## config.mk

```make
export PLATFORM = sky130hd
export DESIGN_NAME = set_sequencer
export DESIGN_NICKNAME = d
export VERILOG_FILES = /design/src/rtl/clock_pkg.sv /design/src/rtl/inc_repeat.sv /design/src/rtl/set_sequencer.sv
export SDC_FILE = /design/constraint.sdc
export NUM_CORES = 1
export LEC_CHECK = 0
export ABC_AREA = 1
export CAP_MARGIN = 20
export CORE_MARGIN = 2
export CORE_UTILIZATION = 53
export CTS_CLUSTER_DIAMETER = 150
export CTS_CLUSTER_SIZE = 28
export DETAILED_ROUTE_END_ITERATION = 10
export GPL_TIMING_DRIVEN = 0
export PLACE_DENSITY = 0.76
export REMOVE_ABC_BUFFERS = 1
export SYNTH_ARGS = -nofsm -noshare
export SYNTH_HDL_FRONTEND = slang
export SYNTH_SLANG_ARGS = --single-unit
```

## constraint.sdc

```tcl
create_clock -name CLK -period 1.7 [get_ports CLK]
set_clock_uncertainty 0.05 [all_clocks]
set_input_delay 0.51 -clock CLK [delete_from_list [all_inputs] [get_ports CLK]]
set_output_delay 0.51 -clock CLK [all_outputs]
set_load 0.02 [all_outputs]
```

## src/rtl/clock_pkg.sv

```systemverilog
// Shared definitions for the time-setting front end: field-state encoding,
// FIELD_SEL bit positions, repeat-FSM states and parameter defaults.
package clock_pkg;

    // Field being edited; RUN means normal timekeeping.
    typedef enum logic [2:0] {
        RUN  = 3'd0,
        SEC  = 3'd1,
        MIN  = 3'd2,
        HOUR = 3'd3,
        DAY  = 3'd4,
        MON  = 3'd5,
        YEAR = 3'd6
    } field_t;

    // Auto-repeat generator states.
    typedef enum logic [1:0] {
        R_IDLE   = 2'd0,
        R_DELAY  = 2'd1,
        R_REPEAT = 2'd2,
        R_LOCK   = 2'd3
    } rep_state_t;

    // FIELD_SEL bit positions.
    localparam int unsigned SEL_SEC  = 0;
    localparam int unsigned SEL_MIN  = 1;
    localparam int unsigned SEL_HOUR = 2;
    localparam int unsigned SEL_DAY  = 3;
    localparam int unsigned SEL_MON  = 4;
    localparam int unsigned SEL_YEAR = 5;

    // Parameter defaults (kHz ticks unless noted; timeout in 1 Hz ticks).
    localparam int unsigned DEF_REPEAT_DELAY  = 500;
    localparam int unsigned DEF_REPEAT_PERIOD = 100;
    localparam int unsigned DEF_BLINK_HALF    = 250;
    localparam int unsigned DEF_TIMEOUT_S     = 30;

    // One-hot field select for a state; all-zero in RUN.
    function automatic logic [5:0] field_onehot(input field_t f);
        logic [5:0] sel;
        sel = '0;
        case (f)
            SEC:     sel[SEL_SEC]  = 1'b1;
            MIN:     sel[SEL_MIN]  = 1'b1;
            HOUR:    sel[SEL_HOUR] = 1'b1;
            DAY:     sel[SEL_DAY]  = 1'b1;
            MON:     sel[SEL_MON]  = 1'b1;
            YEAR:    sel[SEL_YEAR] = 1'b1;
            default: sel = '0;
        endcase
        return sel;
    endfunction

    // Field that follows f on a btn_next press; YEAR wraps back to RUN.
    function automatic field_t field_after(input field_t f);
        field_t n;
        case (f)
            SEC:     n = MIN;
            MIN:     n = HOUR;
            HOUR:    n = DAY;
            DAY:     n = MON;
            MON:     n = YEAR;
            default: n = RUN;
        endcase
        return n;
    endfunction

endpackage

```

## src/rtl/inc_repeat.sv

```systemverilog
// Auto-repeat generator for the increment button: one pulse on press, a
// second after REPEAT_DELAY kHz ticks, then one every REPEAT_PERIOD ticks.
module inc_repeat
    import clock_pkg::*;
#(
    parameter int unsigned REPEAT_DELAY  = DEF_REPEAT_DELAY,
    parameter int unsigned REPEAT_PERIOD = DEF_REPEAT_PERIOD
) (
    input  logic clk,
    input  logic rst_n,
    input  logic tick,          // 1 kHz single-cycle tick
    input  logic edit,          // field FSM is in an edit state
    input  logic inc_level,     // debounced increment button level
    input  logic inc_rise,      // rising edge of inc_level
    input  logic field_change,  // selected field changes this cycle
    output logic pulse_next,    // INC_PULSE will be high next cycle
    output logic inc_pulse
);

    localparam logic [9:0] DELAY_LAST  = 10'(REPEAT_DELAY - 1);
    localparam logic [9:0] PERIOD_LAST = 10'(REPEAT_PERIOD - 1);

    rep_state_t state;
    rep_state_t state_next;
    logic [9:0] tick_cnt;
    logic [9:0] tick_cnt_next;
    logic [9:0] tick_cnt_sat;
    logic       delay_done;
    logic       period_done;

    // Tick counter saturates so long delays never wrap into a false match.
    assign tick_cnt_sat = (tick_cnt == '1) ? tick_cnt : tick_cnt + 10'd1;
    assign delay_done   = tick && (tick_cnt >= DELAY_LAST);
    assign period_done  = tick && (tick_cnt >= PERIOD_LAST);

    // State register, tick counter and registered pulse output.
    always_ff @(posedge clk or negedge rst_n) begin
        if (!rst_n) begin
            state     <= R_IDLE;
            tick_cnt  <= '0;
            inc_pulse <= 1'b0;
        end else begin
            state     <= state_next;
            tick_cnt  <= tick_cnt_next;
            inc_pulse <= pulse_next;
        end
    end

    // Next-state logic: release always returns to idle; a field change while
    // held parks in R_LOCK so the new field is not bumped by a stale press.
    always_comb begin
        state_next    = state;
        tick_cnt_next = tick_cnt;
        if (!inc_level) begin
            state_next    = R_IDLE;
            tick_cnt_next = '0;
        end else if (field_change) begin
            state_next    = R_LOCK;
            tick_cnt_next = '0;
        end else begin
            case (state)
                R_IDLE: begin
                    if (inc_rise && edit) begin
                        state_next    = R_DELAY;
                        tick_cnt_next = '0;
                    end
                end
                R_DELAY: begin
                    if (delay_done) begin
                        state_next    = R_REPEAT;
                        tick_cnt_next = '0;
                    end else if (tick) begin
                        tick_cnt_next = tick_cnt_sat;
                    end
                end
                R_REPEAT: begin
                    if (period_done) begin
                        tick_cnt_next = '0;
                    end else if (tick) begin
                        tick_cnt_next = tick_cnt_sat;
                    end
                end
                default: begin
                    state_next = R_LOCK;
                end
            endcase
        end
    end

    // Pulse request; a pulse in flight blocks another so strobes never abut.
    always_comb begin
        pulse_next = 1'b0;
        if (inc_level && !field_change && !inc_pulse) begin
            case (state)
                R_IDLE:   pulse_next = inc_rise && edit;
                R_DELAY:  pulse_next = delay_done;
                R_REPEAT: pulse_next = period_done;
                default:  pulse_next = 1'b0;
            endcase
        end
    end

endmodule

```

## src/rtl/set_sequencer.sv

```systemverilog
// Time-setting sequencer: walks the edited field, generates increment
// strobes with auto-repeat, blinks the selected field and times out to RUN.
module set_sequencer
    import clock_pkg::*;
#(
    parameter int unsigned REPEAT_DELAY  = DEF_REPEAT_DELAY,
    parameter int unsigned REPEAT_PERIOD = DEF_REPEAT_PERIOD,
    parameter int unsigned BLINK_HALF    = DEF_BLINK_HALF,
    parameter int unsigned TIMEOUT_S     = DEF_TIMEOUT_S
) (
    input  logic       CLK,
    input  logic       RESET,
    input  logic       ENABLE_kHz,
    input  logic       ENABLE,
    input  logic       btn_mode,
    input  logic       btn_next,
    input  logic       btn_inc,
    output logic       SET_ACTIVE,
    output logic [5:0] FIELD_SEL,
    output logic       INC_PULSE,
    output logic       BLINK,
    output logic       TICK_HOLD
);

    localparam logic [5:0] TIMEOUT_LAST = 6'(TIMEOUT_S - 1);
    localparam logic [9:0] BLINK_LAST   = 10'(BLINK_HALF - 1);

    field_t     state;
    field_t     state_next;
    logic       edit;
    logic       inc_d;
    logic       inc_rise;
    logic       activity;
    logic       timeout_hit;
    logic       field_change;
    logic [5:0] to_cnt;
    logic [9:0] blink_cnt;
    logic       blink_q;
    logic       pulse_next;

    assign edit     = (state != RUN);
    assign inc_rise = btn_inc && !inc_d;
    assign activity = btn_mode || btn_next || inc_rise;

    // Any button activity in the expiry cycle wins over the timeout.
    assign timeout_hit  = edit && ENABLE && !activity && (to_cnt >= TIMEOUT_LAST);
    assign field_change = btn_mode || (btn_next && edit) || timeout_hit;

    // Field state register.
    always_ff @(posedge CLK or negedge RESET) begin
        if (!RESET) begin
            state <= RUN;
        end else begin
            state <= state_next;
        end
    end

    // Field next-state: mode toggles edit, next walks fields, timeout exits.
    always_comb begin
        state_next = state;
        if (btn_mode) begin
            state_next = edit ? RUN : SEC;
        end else if (timeout_hit) begin
            state_next = RUN;
        end else if (btn_next && edit) begin
            state_next = field_after(state);
        end
    end

    // Field-derived outputs, decoded from the registered state.
    always_comb begin
        SET_ACTIVE = edit;
        FIELD_SEL  = field_onehot(state);
        TICK_HOLD  = (state == SEC);
        BLINK      = blink_q;
    end

    // Increment-button edge register; resets high so a held button is not
    // seen as a fresh press after reset.
    always_ff @(posedge CLK or negedge RESET) begin
        if (!RESET) begin
            inc_d <= 1'b1;
        end else begin
            inc_d <= btn_inc;
        end
    end

    // Inactivity timeout counted in 1 Hz ticks while editing.
    always_ff @(posedge CLK or negedge RESET) begin
        if (!RESET) begin
            to_cnt <= '0;
        end else if (!edit || field_change || activity) begin
            to_cnt <= '0;
        end else if (ENABLE) begin
            to_cnt <= to_cnt + 6'd1;
        end
    end

    // Blink phase: restarts visible on each increment and field change so the
    // operator always sees the value just changed.
    always_ff @(posedge CLK or negedge RESET) begin
        if (!RESET) begin
            blink_q   <= 1'b1;
            blink_cnt <= '0;
        end else if (!edit || pulse_next || field_change) begin
            blink_q   <= 1'b1;
            blink_cnt <= '0;
        end else if (ENABLE_kHz) begin
            if (blink_cnt >= BLINK_LAST) begin
                blink_q   <= !blink_q;
                blink_cnt <= '0;
            end else begin
                blink_cnt <= blink_cnt + 10'd1;
            end
        end
    end

    inc_repeat #(
        .REPEAT_DELAY (REPEAT_DELAY),
        .REPEAT_PERIOD(REPEAT_PERIOD)
    ) u_inc_repeat (
        .clk         (CLK),
        .rst_n       (RESET),
        .tick        (ENABLE_kHz),
        .edit        (edit),
        .inc_level   (btn_inc),
        .inc_rise    (inc_rise),
        .field_change(field_change),
        .pulse_next  (pulse_next),
        .inc_pulse   (INC_PULSE)
    );

endmodule

```

# Word-level counts from Yosys, hierarchy flattened
# Cells that the tools add are included.
# W data, S select, Z words.
[totals]
register_bits = 34
output_inout_bits = 10
[op_classes]
add_sub_neg = 3
order_cmp = 4
eq_ne = 13
n_mux = 34
reduce_logical = 33
[op_table]
columns = ["cell", "count"]
rows = [
  ["$mux W10", 10],
  ["$pmux W10 S3", 1],
  ["$add A10 B1 Y10 const B", 2],
  ["$pmux W3 S5", 1],
  ["$mux W6", 2],
  ["$mux W1", 11],
  ["$eq A10 B10 Y1 const B", 1],
  ["$ge A10 B7 Y1 const B", 1],
  ["$ge A10 B8 Y1 const B", 1],
  ["$ge A10 B9 Y1 const B", 1],
  ["$logic_and A1 B1 Y1", 10],
  ["$eq A3 B3 Y1 const B", 3],
  ["$mux W3", 3],
  ["$logic_or A1 B1 Y1", 8],
  ["$mux W2", 4],
  ["$ne A4 B3 Y1 const B", 2],
  ["$add A6 B1 Y6 const B", 1],
  ["$eq A3 B2 Y1 const B", 2],
  ["$ge A6 B5 Y1 const B", 1],
  ["$logic_not A1 Y1", 6],
  ["$pmux W2 S3", 1],
  ["$reduce_bool A2 Y1", 3],
  ["$reduce_bool A3 Y1", 2],
  ["$ne A5 B1 Y1 const B", 1],
  ["other kinds (8)", 9],
]

# Logic depth before layout (Yosys ltp)
[logic_depth]
ltp_word = 15
mapped_depth = 13
ltp_nobuf = 13

# Hierarchy
# A second synthesis with hierarchy kept.
[hier_totals]
cells_unflattened = 312
area_unflattened_um2 = 2382.3
[by_module_without_submodules]
columns = ["mod", "instances", "cells_each", "area_per_inst_um2"]
rows = [
  ["set_sequencer", 1, 174, 1376.3],
  ["inc_repeat", 1, 138, 1006.0],
]

# Worst setup path before layout
# No wires, ideal clock.
[synth_path]
kind = "register to register"
from = "register u_inc_repeat.state[0]"
to = "register u_inc_repeat.tick_cnt[1]"
arrival_time_ns = 1.607
setup_slack_ns = -0.078
stages_incl_launch_ff = 9
path_buffers = 1
cell_sequence = "dfrtp_1 -> inv_1 -> ha_1 -> or2_2 -> nand2_1 -> nand4_2 -> buf_6 -> a21oi_1 -> nor3_2"
[synth_via]
elab_chain_len = 4
elab_cells_between_ends = 9
cone_classes = "eq/ne: 4; mux: 3; reduce/logical: 2"
[synth_rtl]
columns = ["element", "line_no", "text"]
rows = [
  ["start, declared", "inc_repeat.sv:23", "rep_state_t state;"],
  ["start signal, assigned", "inc_repeat.sv:43", "state <= state_next;"],
  ["$eq A2 B2 Y1, or another cell as far along", "inc_repeat.sv:61", "case (state)"],
  ["$pmux W10 S3", "inc_repeat.sv:61", ""],
  ["$mux W10", "inc_repeat.sv:57", "end else if (field_change) begin"],
  ["$mux W10", "inc_repeat.sv:54", "if (!inc_level) begin"],
  ["end signal, assigned", "inc_repeat.sv:44", "tick_cnt <= tick_cnt_next;"],
  ["end, declared", "inc_repeat.sv:25", "logic [9:0] tick_cnt;"],
]
# Parallel ways exist; a longest one is shown, timed or not.
# A chain may end at the register's enable or synchronous reset.

# Worst setup path after layout
[layout_path]
from = "register to_cnt[1]"
to = "register blink_cnt[3]"
[layout_via]
elab_chain_len = 10
elab_cells_between_ends = 11
cone_classes = "order compare: 1; mux: 2; reduce/logical: 8"
[layout_rtl]
columns = ["element", "line_no", "text"]
rows = [
  ["start, declared", "set_sequencer.sv:36", "logic [5:0] to_cnt;"],
  ["start signal, assigned", "set_sequencer.sv:95", "to_cnt <= to_cnt + 6'd1;"],
  ["$ge A6 B5 Y1 *", "set_sequencer.sv:46", "assign timeout_hit = edit && ENABLE && !activity && (to_cnt >= TIMEOUT_LAST);"],
  ["$logic_and A1 B1 Y1 *", "set_sequencer.sv:46", ""],
  ["$logic_or A1 B1 Y1 *", "set_sequencer.sv:47", "assign field_change = btn_mode || (btn_next && edit) || timeout_hit;"],
  ["$logic_not A1 Y1", "inc_repeat.sv:93", "if (inc_level && !field_change && !inc_pulse) begin"],
  ["$logic_and A1 B1 Y1 (2 in a row)", "inc_repeat.sv:93", ""],
  ["$mux W1", "inc_repeat.sv:93", ""],
  ["$logic_or A1 B1 Y1", "set_sequencer.sv:105", "end else if (!edit || pulse_next || field_change) begin"],
  ["$logic_or A1 B1 Y1 *", "set_sequencer.sv:105", ""],
  ["$mux W10 / $reduce_bool A2 Y1 (equally long branches)", "n/a", ""],
  ["end signal, assigned", "set_sequencer.sv:113", "blink_cnt <= blink_cnt + 10'd1;"],
  ["end, declared", "set_sequencer.sv:37", "logic [9:0] blink_cnt;"],
]
# Mark *: on every way between the ends. The rest lies on a longest branch, timed or not.

==> impl_metrics.tcl <==
set metrics [dict create \
    status "finished, violations left" \
    violations "setup timing" \
    finalCritPeriodShare_pct 110 \
    via_count 2346 \
    worstSkewPairLatency_ns 0.29 \
    synth_commonest_cells "61 x nand2_1, 46 x nor2_1, 43 x inv_1" \
    cp-start-kind "flop" \
    async_flop_share_pct 100 \
    hpwl_um 3220 \
    ir_worst_vdd_v 0.000453 \
    place_area_mm2 0.00250 \
    critPathArrivalTime_ns 1.99 \
    synth_cell_types 37 \
    cp_data_required_time_ns 1.83 \
    grt_start_max_net_pins 35 \
    synth_warnings 0 \
    place_ws_ns -0.887 \
    core_area_mm2 0.00429 \
    hold_viol 0 \
    antenna_found_initial 0 \
    cap_violations 0 \
    synth_edf_count 0 \
    pwr-share-clk_pct 29.3 \
    cts_tree "done" \
    power_w 0.00215 \
    path_clk_slew_ns 0.08 \
    num-fill-cells 318 \
    setup_viol 35 \
    end_kind "flop" \
    cp_max_fo 7 \
    dieArea_mm2 0.00495 \
    synth_top_flop_cell "dfrtp_1" \
    nNetsFinal 389 \
    track_usage_pct 23.6 \
    ant_nets 0 \
    synth.most_common_cell "nand2_1" \
    crit_type "flop to flop" \
    start_util_pct 54.4 \
    internal_power_w 0.00144 \
    viasPerCell 5.57 \
    pwr-share-comb_pct 30.2 \
    syn_area_mm2 0.00234 \
    grt_pass1_wl_um 9380 \
    wl_um 6260 \
    ys_ff_latch 34 \
    dr.pass1.iters 4 \
    multi_input_area_mm2 0.00149 \
    yosys-top-cells-area "dfrtp_1 34%, nand2_1 9.8%, ha_1 7.5%, nor2_1 7.4%, inv_1 6.9%" \
    synth_top_area_share_pct 34.3 \
    seqCellArea_um2 857 \
    worst_pin_slew_ns 0.771 \
    p_per_area_mw_per_mm2 681 \
    place.gp.congestion 0.821 \
    numPortBuffers 16 \
    finish.utilization_pct 73.7 \
    leakage_nw 1.50 \
    rsz0062_at_grt "yes" \
    root_buffer "clkbuf_8" \
    fin_area_mm2 0.00316 \
    post_drt_wl_per_cell_um 14.9 \
    hold_path_class "input pin to asynchronous set/reset pin" \
    die_h_um 70.4 \
    fmax_ghz 0.537 \
    final.min_clock_period_ns 1.86 \
    rows 24 \
    postSynthCellCount 312 \
    drt_iter0_drc 261 \
    drive_gt1_share_pct 34.1 \
    grt_pass1_vias 2132 \
    antennaDiodeCount 0 \
    clock_path_buffers 2 \
    p_sw_w 0.000713 \
    relSlewSlack_pct 48.6 \
    drcViolationCount 0 \
    slew_violations 0 \
    synth.avg_cell_area_um2 7.49 \
    layout_setup_ws_ns -0.164 \
    clock_sinks 34 \
    cts_buffers 5 \
    syn2layout_area_growth_pct 35.4 \
    synth_area_leader_cell "dfrtp_1" \
    htree_num_levels 2 \
    io_pins 17 \
    grt-ovfl-total 0 \
    seqPwrFrac_pct 40.5 \
    die_w_um 70.4 \
    p_sw_share_pct 33.1 \
    synth_seq_area_share_pct 36.5 \
    hold-worst-slack_ns 0.235 \
]
[metal layers]
metal  GRT usage [%]  share of wire, %
met2            39.1                51
met4            9.19               1.5
met1            30.3                43
met5               0                 0
met3            4.47               4.5
[layout by cell type (no fill, tap or decap), types with 3 or more instances in the layout]
cell,count
a21oi_1,7
buf_2,3
buf_4,26
buf_6,19
clkbuf_8,6
dfrtp_1,29
dfrtp_2,3
dlygate4sd2_1,4
ha_1,13
inv_1,30
inv_2,11
inv_4,4
nand2_1,49
nand2_2,9
nand2_4,9
nand3_1,20
nand3_4,4
nand4_1,14
nor2_1,37
nor2_2,5
nor2_4,7
nor3_1,4
nor3_2,3
o21ai_0,5
o21ai_1,7
o22ai_1,5
xor2_1,9
[worst max-delay path, stage by stage, from the launching register on]
cell	delay, ns
dfrtp_1	0.40
inv_2	0.10
ha_1	0.16
nor2_2	0.04
o21bai_1	0.16
nand2_2	0.15
nand3_4	0.11
clkinvlp_4	0.21
buf_4	0.21
nand4_1	0.09
nand2_1	0.06
[metrics by stage]
| step | TNS, ns | std cells |
|---|---|---|
| after floorplan | -0.958 | 305 |
| after detailed placement | -24.73 | 373 |
| after global placement | -45.05 | 373 |
| after CTS | -1.93 | 409 |
| final | -3.63 | 421 |
| after global routing | -7.05 | 421 |
[area by class of cell]
| type | count | area share, % |
|---|---|---|
| inverter | 46 | 5.89 |
| multi-input combinational | 227 | 47.0 |
| tap | 52 | 2.06 |
| clock buffer | 7 | 2.73 |
| clock inverter | 1 | 0.158 |
| timing repair buffer | 54 | 15.0 |
| sequential | 34 | 27.1 |
[cells by family (layout without fill, tap and decap cells)]
family / count (synthesis) / in the layout / synth area share (%)
AND/OR/NAND/NOR: 169 / 171 / 34.3
buffers and inverters: 53 / 108 / 9.69
flip-flops: 34 / 34 / 36.5
AO/OA/AOI/OAI: 31 / 31 / 7.82
adder cells (fa/ha/maj): 14 / 14 / 7.50
XOR/XNOR: 11 / 11 / 4.12
[path summary, 6_finish.rpt]
check / start / end / slack, ns / cells after the start
setup / recovery: to_cnt[1]$_DFFE_PN0P_ / blink_cnt[3]$_DFFE_PN0P_ / -0.16 / 10
hold / removal: RESET / u_inc_repeat.tick_cnt[0]$_DFFE_PN0P_ / 0.24 / 1
setup reg to reg: to_cnt[1]$_DFFE_PN0P_ / blink_cnt[3]$_DFFE_PN0P_ / -0.16 / 10
hold reg to reg: blink_cnt[9]$_DFFE_PN0P_ / blink_cnt[9]$_DFFE_PN0P_ / 0.44 / 2
max in group asynchronous: RESET / state[1]$_DFFE_PN0P_ / 0.82 / 1
min in group CLK: btn_inc / inc_d$_DFF_PN1_ / 0.39 / 1
[state kept, by name, indices dropped and copies added, names as in the netlist]
signal,flops
to_cnt,6
blink_cnt,10
inc_d,1
state,3
u_inc_repeat.tick_cnt,10
u_inc_repeat.inc_pulse,1
BLINK,1
u_inc_repeat.state,2
[power by group through the flow]
| stage | Clock, W | Sequential [W] | Combinational [W] |
|---|---|---|---|
| after floorplan | 0 | 0.000888 | 0.000241 |
| final | 0.000631 | 0.000871 | 0.000650 |
| after global routing | 0.000664 | 0.000875 | 0.000707 |
| after detailed placement | 0 | 0.000887 | 0.000375 |
| after global placement | 0 | 0.000885 | 0.000372 |
| after CTS | 0.000633 | 0.000872 | 0.000517 |
[repair_timing]
| item | CTS | global route |
|---|---|---|
| pin swaps | 12 | 14 |
| gates cloned | 2 | 0 |
| gates resized for setup | 96 | 52 |
| hold buffers | 0 | 0 |
| hold endpoints to repair | 0 | 0 |
| setup endpoints to repair | 41 | 40 |
| setup buffers | 26 | 12 |
Note: power is estimated with default switching activity, not from simulation.
